<file path="src/rtl/pio_in_debounce_irq.sv">
// N-channel Avalon-MM input PIO: synchroniser, per-channel debounce, rise/fall edge capture, masked IRQ.
// Define PIO_IN_BITCLEAR_EN for write-1-to-clear EDGE_CAPTURE; otherwise any write clears every bit.
module pio_in_debounce_irq #(
  parameter int WIDTH       = 5,
  parameter int SYNC_STAGES = 2,
  parameter int DEB_W       = 16,
  parameter int DEB_RESET   = 0
) (
  input  logic             clk,
  input  logic             reset,
  input  logic [2:0]       address,
  input  logic             chipselect,
  input  logic             write_n,
  input  logic [31:0]      writedata,
  input  logic [WIDTH-1:0] in_port,
  output logic [31:0]      readdata,
  output logic             irq
);

  typedef enum logic [2:0] {
    REG_DATA       = 3'd0,
    REG_DEB_PERIOD = 3'd1,
    REG_IRQ_MASK   = 3'd2,
    REG_EDGE_CAP   = 3'd3,
    REG_RISE_EN    = 3'd4,
    REG_FALL_EN    = 3'd5
  } reg_addr_e;

  logic [WIDTH-1:0] sync_q [SYNC_STAGES];
  logic [WIDTH-1:0] synced;
  logic [WIDTH-1:0] stable;
  logic [WIDTH-1:0] stable_d;
  logic [DEB_W-1:0] cnt [WIDTH];
  logic [DEB_W-1:0] deb_period;
  logic [WIDTH-1:0] irq_mask;
  logic [WIDTH-1:0] rise_en;
  logic [WIDTH-1:0] fall_en;
  logic [WIDTH-1:0] edge_capture;
  logic [WIDTH-1:0] edge_set;
  logic [WIDTH-1:0] cap_clr;
  logic [31:0]      rd_next;
  logic             wr;
  logic             unused_wdata;

  assign wr           = chipselect & ~write_n;
  assign synced       = sync_q[SYNC_STAGES-1];
  assign unused_wdata = ^writedata;

  // NOTE: every flop here is a plain register (no RAM), so all of them, including
  // the counter array, take the synchronous reset; sequential state uses <= only.
  always_ff @(posedge clk) begin
    if (reset) begin
      for (int k = 0; k < SYNC_STAGES; k++) sync_q[k] <= '0;
    end else begin
      sync_q[0] <= in_port;
      for (int k = 1; k < SYNC_STAGES; k++) sync_q[k] <= sync_q[k-1];
    end
  end

  // A change must be seen deb_period+1 consecutive cycles before stable follows it.
  always_ff @(posedge clk) begin
    if (reset) begin
      stable   <= '0;
      stable_d <= '0;
      for (int i = 0; i < WIDTH; i++) cnt[i] <= '0;
    end else begin
      stable_d <= stable;
      for (int i = 0; i < WIDTH; i++) begin
        if (synced[i] == stable[i]) begin
          cnt[i] <= '0;
        end else if (cnt[i] == deb_period) begin
          stable[i] <= synced[i];
          cnt[i]    <= '0;
        end else begin
          cnt[i] <= cnt[i] + DEB_W'(1);
        end
      end
    end
  end

  assign edge_set = (~stable_d & stable & rise_en) | (stable_d & ~stable & fall_en);

  // NOTE: always_comb outputs get a default first so no path can infer a latch.
  always_comb begin
    cap_clr = '0;
    if (wr && address == REG_EDGE_CAP) begin
`ifdef PIO_IN_BITCLEAR_EN
      cap_clr = writedata[WIDTH-1:0];
`else
      cap_clr = '1;
`endif
    end
  end

  always_ff @(posedge clk) begin
    if (reset) begin
      deb_period   <= DEB_W'(DEB_RESET);
      irq_mask     <= '0;
      rise_en      <= '0;
      fall_en      <= '0;
      edge_capture <= '0;
    end else begin
      if (wr && address == REG_DEB_PERIOD) deb_period <= writedata[DEB_W-1:0];
      if (wr && address == REG_IRQ_MASK)   irq_mask   <= writedata[WIDTH-1:0];
      if (wr && address == REG_RISE_EN)    rise_en    <= writedata[WIDTH-1:0];
      if (wr && address == REG_FALL_EN)    fall_en    <= writedata[WIDTH-1:0];
      // A new edge overrides a simultaneous clear of the same bit.
      edge_capture <= (edge_capture & ~cap_clr) | edge_set;
    end
  end

  always_comb begin
    rd_next = '0;
    case (reg_addr_e'(address))
      REG_DATA:       rd_next[WIDTH-1:0] = stable;
      REG_DEB_PERIOD: rd_next[DEB_W-1:0] = deb_period;
      REG_IRQ_MASK:   rd_next[WIDTH-1:0] = irq_mask;
      REG_EDGE_CAP:   rd_next[WIDTH-1:0] = edge_capture;
      REG_RISE_EN:    rd_next[WIDTH-1:0] = rise_en;
      REG_FALL_EN:    rd_next[WIDTH-1:0] = fall_en;
      default:        rd_next = '0;
    endcase
  end

  always_ff @(posedge clk) begin
    if (reset) readdata <= '0;
    else       readdata <= rd_next;
  end

  assign irq = |(edge_capture & irq_mask);

endmodule

</file>
<file path="config.mk">
export PLATFORM = sky130hd
export DESIGN_NAME = pio_in_debounce_irq
export DESIGN_NICKNAME = d
export VERILOG_FILES = /design/src/rtl/pio_in_debounce_irq.sv
export SDC_FILE = /design/constraint.sdc
export NUM_CORES = 1
export LEC_CHECK = 0
export CAP_MARGIN = 20
export CORE_AREA = 2 2 126 128
export CTS_BUF_LIST = sky130_fd_sc_hd__clkbuf_8
export DETAILED_ROUTE_END_ITERATION = 10
export DIE_AREA = 0 0 128 130
export PLACE_DENSITY_LB_ADDON = 0.1
export SLEW_MARGIN = 0
export SYNTH_ARGS = -nofsm -noshare
export SYNTH_HDL_FRONTEND = slang
export SYNTH_SLANG_ARGS = --single-unit
</file>
<file path="constraint.sdc">
create_clock -name clk -period 5.45 [get_ports clk]
set_input_delay 1.09 -clock clk [delete_from_list [all_inputs] [get_ports clk]]
set_output_delay 1.09 -clock clk [all_outputs]
set_load 0.02 [all_outputs]
</file>
==> flow_summary_export.csv <==
group,metric,value,unit
outcome,outcome,"finished, final reports clean",
final_layout,layout_cells_sized_above_1,0.06659,
synthesis,netlist-cell-type-count,54,
timing,worst_slew_margin_rel,0.3587,
synthesis,ys.warnings.count,0,
global_routing,antenna_violations_before_repair,0,
final_layout,utilization,0.6030,
drt,dr.pass1.iters,5,
global_routing,top_usage_layer,"met2",
setup_path,critical_path.slowest_cell,"sky130_fd_sc_hd__clkdlybuf4s50_1",
drt,post-route-drc-count,0,
clock_network,cts_tree,"built",
die,std_cell_rows,46,
synthesis,yosys_register_bits,152,
clock_network,htree_num_levels,4,
die,die_area,16640,um2
placed_design,port_buffers,44,
synthesis,postSynthAreaPerCell,9.967,um2
synthesis,postSynth.topFlopCell,"sky130_fd_sc_hd__edfxtp_1",
global_routing,grt_start_max_net_pins,39,
timing,max_clock_freq,0.3341,GHz
die,dieWidth,128,um
drt,drt-initial-drc-count,333,
setup_path,timing.reg2reg.worst_path_depth,5,
drt,dr_total_vias,6084,
power_and_ir_drop,leakage,3.063,nW
synthesis,ys_seq_area_frac,0.4738,
placed_design,placed_area,8826,um2
timing,max_slew_violation_count,0,
timing,final-setup-viol-count,0,
setup_path,crit_fanout,18,
clock_network,cts.sinks,152,
worst_hold_path,hold_depth,1,
drt,post_drt_via_cell_ratio,5.491,
final_layout,area_growth_syn_to_layout,14.65,%
drt,drt-total-wl,18140,um
final_layout,area.sequential,3844,um2
setup_path,critPathTopFamily,"simple AND/OR/NAND/NOR gates",
global_routing,grt_use_met2,0.3724,
placed_design,gpl.final_weighted_congestion,0.8685,
final_layout,finish.net_count,952,
die,die_h,130,um
timing,holdWs,442.8,ps
setup_path,crit_buf_inv,1,
setup_path,slowest_delay,750,ps
placed_design,detailedPlacementHpwl,12590,um
global_routing,use_met3,0.04346,
clock_network,clk_latency,450,ps
synthesis,async_reset_ff_frac,0,
setup_path,crit_path_cell_trace,"clkdlybuf4s50_1 -> nor3b_2 -> and2_1 -> nand2_1 -> a21oi_1",
global_routing,grt_use_met1,0.2947,
setup_path,cp_capture_type,"flip-flop",
timing,rsz_0062_raised_after_global_routing,"false",
final_layout,multi_input_comb_area,4232,um2
die,pin_count,77,
setup_path,cp_data_arrival_time,3370,ps
job,timing.max_cap.violations,0,
final_layout,diodes,0,
clock_network,cts_root_buf,"sky130_fd_sc_hd__clkbuf_8",
die,initial_core_util,0.5260,
clock_network,postCtsResizedCells,0,
global_routing,first_global_vias,5865,
drt,route.detailed.wl_per_inst,16.38,um
setup_path,path_class,"in -> reg",
final_layout,layout_common_cells,"sky130_fd_sc_hd__xnor2_1 (106), sky130_fd_sc_hd__conb_1 (96), sky130_fd_sc_hd__edfxtp_1 (80), sky130_fd_sc_hd__dfxtp_1 (72), sky130_fd_sc_hd__nor3_1 (70)",
synthesis,count_of_mapped_cells_out_of_synthesis,814,
placed_design,placed_cells_incl_taps,1076,
clock_network,reg_clk_slew_reported_paths,80,ps
timing,setup_slack,2457,ps
synthesis,synth_edf_count,80,
timing,fin_worst_skew,9.303,ps
die,total_core_area,15420,um2
timing,fin_tns_setup,0,ps
setup_path,critical_path.startpoint_type,"input port",
timing,min_period_over_period,0.5492,
worst_hold_path,hold_path_class,"reg -> reg",
clock_network,cts-buffers-inserted,17,
power_and_ir_drop,vdd_drop_max,0.1867,mV
clock_network,post-cts-setup-buffers,0,
drt,antenna_violating_nets_post_route,0,
timing,tightest_slew,954.0,ps
timing,finalCriticalPeriod,2993,ps
power_and_ir_drop,cellPowerDensity,264.5,nW/um2
power_and_ir_drop,pwr_total,2.460,mW
global_routing,grt_pass1_wl,29350,um
placed_design,place_worst_setup_slack,2044,ps
setup_path,path_depth,5,
setup_path,crit_required,5830,ps
final_layout,final_cell_count_no_fill,1108,
timing,finalHoldViolCount,0,
final_layout,most_common_cell_after_layout_fill_and_taps_aside,"sky130_fd_sc_hd__xnor2_1",
global_routing,gr-total-overflow,0,
clock_network,cts-root-to-sink-buffers,2,
synthesis,mappedNetlistArea,8113,um2
clock_network,postCtsHoldBufs,0,
global_routing,groute.usage.overall,0.2280,
final_layout,num-fill-cells,1357,
final_layout,post_route_cell_area,9301,um2
## registers in the layout, summed over array words and instances, names as in the netlist
name          flops
edge_capture      5
sync_q           10
irq_mask          5
fall_en           5
deb_period       16
readdata         16
stable_d          5
cnt              80
stable            5
rise_en           5
## power breakdown
group          leakage [nW]  total [mW]  switching, mW  internal, mW
Combinational          1.41       0.152         0.0831        0.0688
Sequential             1.41        1.28         0.0471          1.24
Clock                 0.246        1.03          0.426         0.600
## layout make-up
class                           count  share of cell area
Inverter                            8            0.003228
Timing Repair Buffer               50             0.05165
Multi-Input combinational cell    674              0.4549
Sequential cell                   152              0.4132
Clock buffer                       18             0.02663
Tap cell                          192             0.02583
Clock inverter                     14             0.02448
## per-layer routing
layer / routed length [um] / share of wire
met2: 8646 / 0.48
met3: 921 / 0.051
met4: 604 / 0.033
met1: 7972 / 0.44
met5: 0 / 0
## worst reg2reg max path, stage by stage (launching register included)
cell                      delay, ps
sky130_fd_sc_hd__dfxtp_1        760
sky130_fd_sc_hd__xnor2_1        190
sky130_fd_sc_hd__nand4_1        120
sky130_fd_sc_hd__nor4_2         850
sky130_fd_sc_hd__buf_4          310
sky130_fd_sc_hd__mux2_2         340
## kinds of logic (layout without fill, tap and decap cells)
kind of cell / count (synthesis) / count (layout) / share of synthesized area
buffers and inverters: 82 / 90 / 0.04812
flip-flops: 152 / 152 / 0.4738
AND/OR/NAND/NOR: 336 / 336 / 0.2287
XOR/XNOR: 140 / 140 / 0.1511
adder cells (fa/ha/maj): 5 / 5 / 0.007711
other: 2 / 96 / 0.0009257
AO/OA/AOI/OAI: 75 / 75 / 0.05799
multiplexers: 22 / 22 / 0.03162
## path summary, 6_finish.rpt
| path | startpoint | slack (ps) | endpoint |
|---|---|---|---|
| worst max-delay path | address[2] | 2460 | deb_period[8] |
| worst min-delay path | sync_q[0][0] | 440 | sync_q[0][5] |
| worst max register to register | deb_period[4] | 2770 | stable[0] |
| worst min register to register | sync_q[0][0] | 440 | sync_q[0][5] |
## cell usage after synthesis (16+ instances only)
cell | instances | area (um2)
sky130_fd_sc_hd__edfxtp_1 | 80 | 2402
sky130_fd_sc_hd__buf_2 | 17 | 85.08
sky130_fd_sc_hd__clkbuf_1 | 34 | 127.6
sky130_fd_sc_hd__nand4_1 | 41 | 256.5
sky130_fd_sc_hd__xor2_1 | 34 | 297.8
sky130_fd_sc_hd__xnor2_1 | 106 | 928.4
sky130_fd_sc_hd__nor2_1 | 25 | 93.84
sky130_fd_sc_hd__dfxtp_1 | 72 | 1441
sky130_fd_sc_hd__buf_4 | 16 | 120.1
sky130_fd_sc_hd__and2_1 | 18 | 112.6
sky130_fd_sc_hd__nand3_1 | 30 | 150.1
sky130_fd_sc_hd__nor2b_1 | 24 | 150.1
sky130_fd_sc_hd__nor3_1 | 70 | 350.3
sky130_fd_sc_hd__a21oi_1 | 28 | 140.1
sky130_fd_sc_hd__nand2_1 | 67 | 251.5
Note: power is estimated with default switching activity, not from simulation.
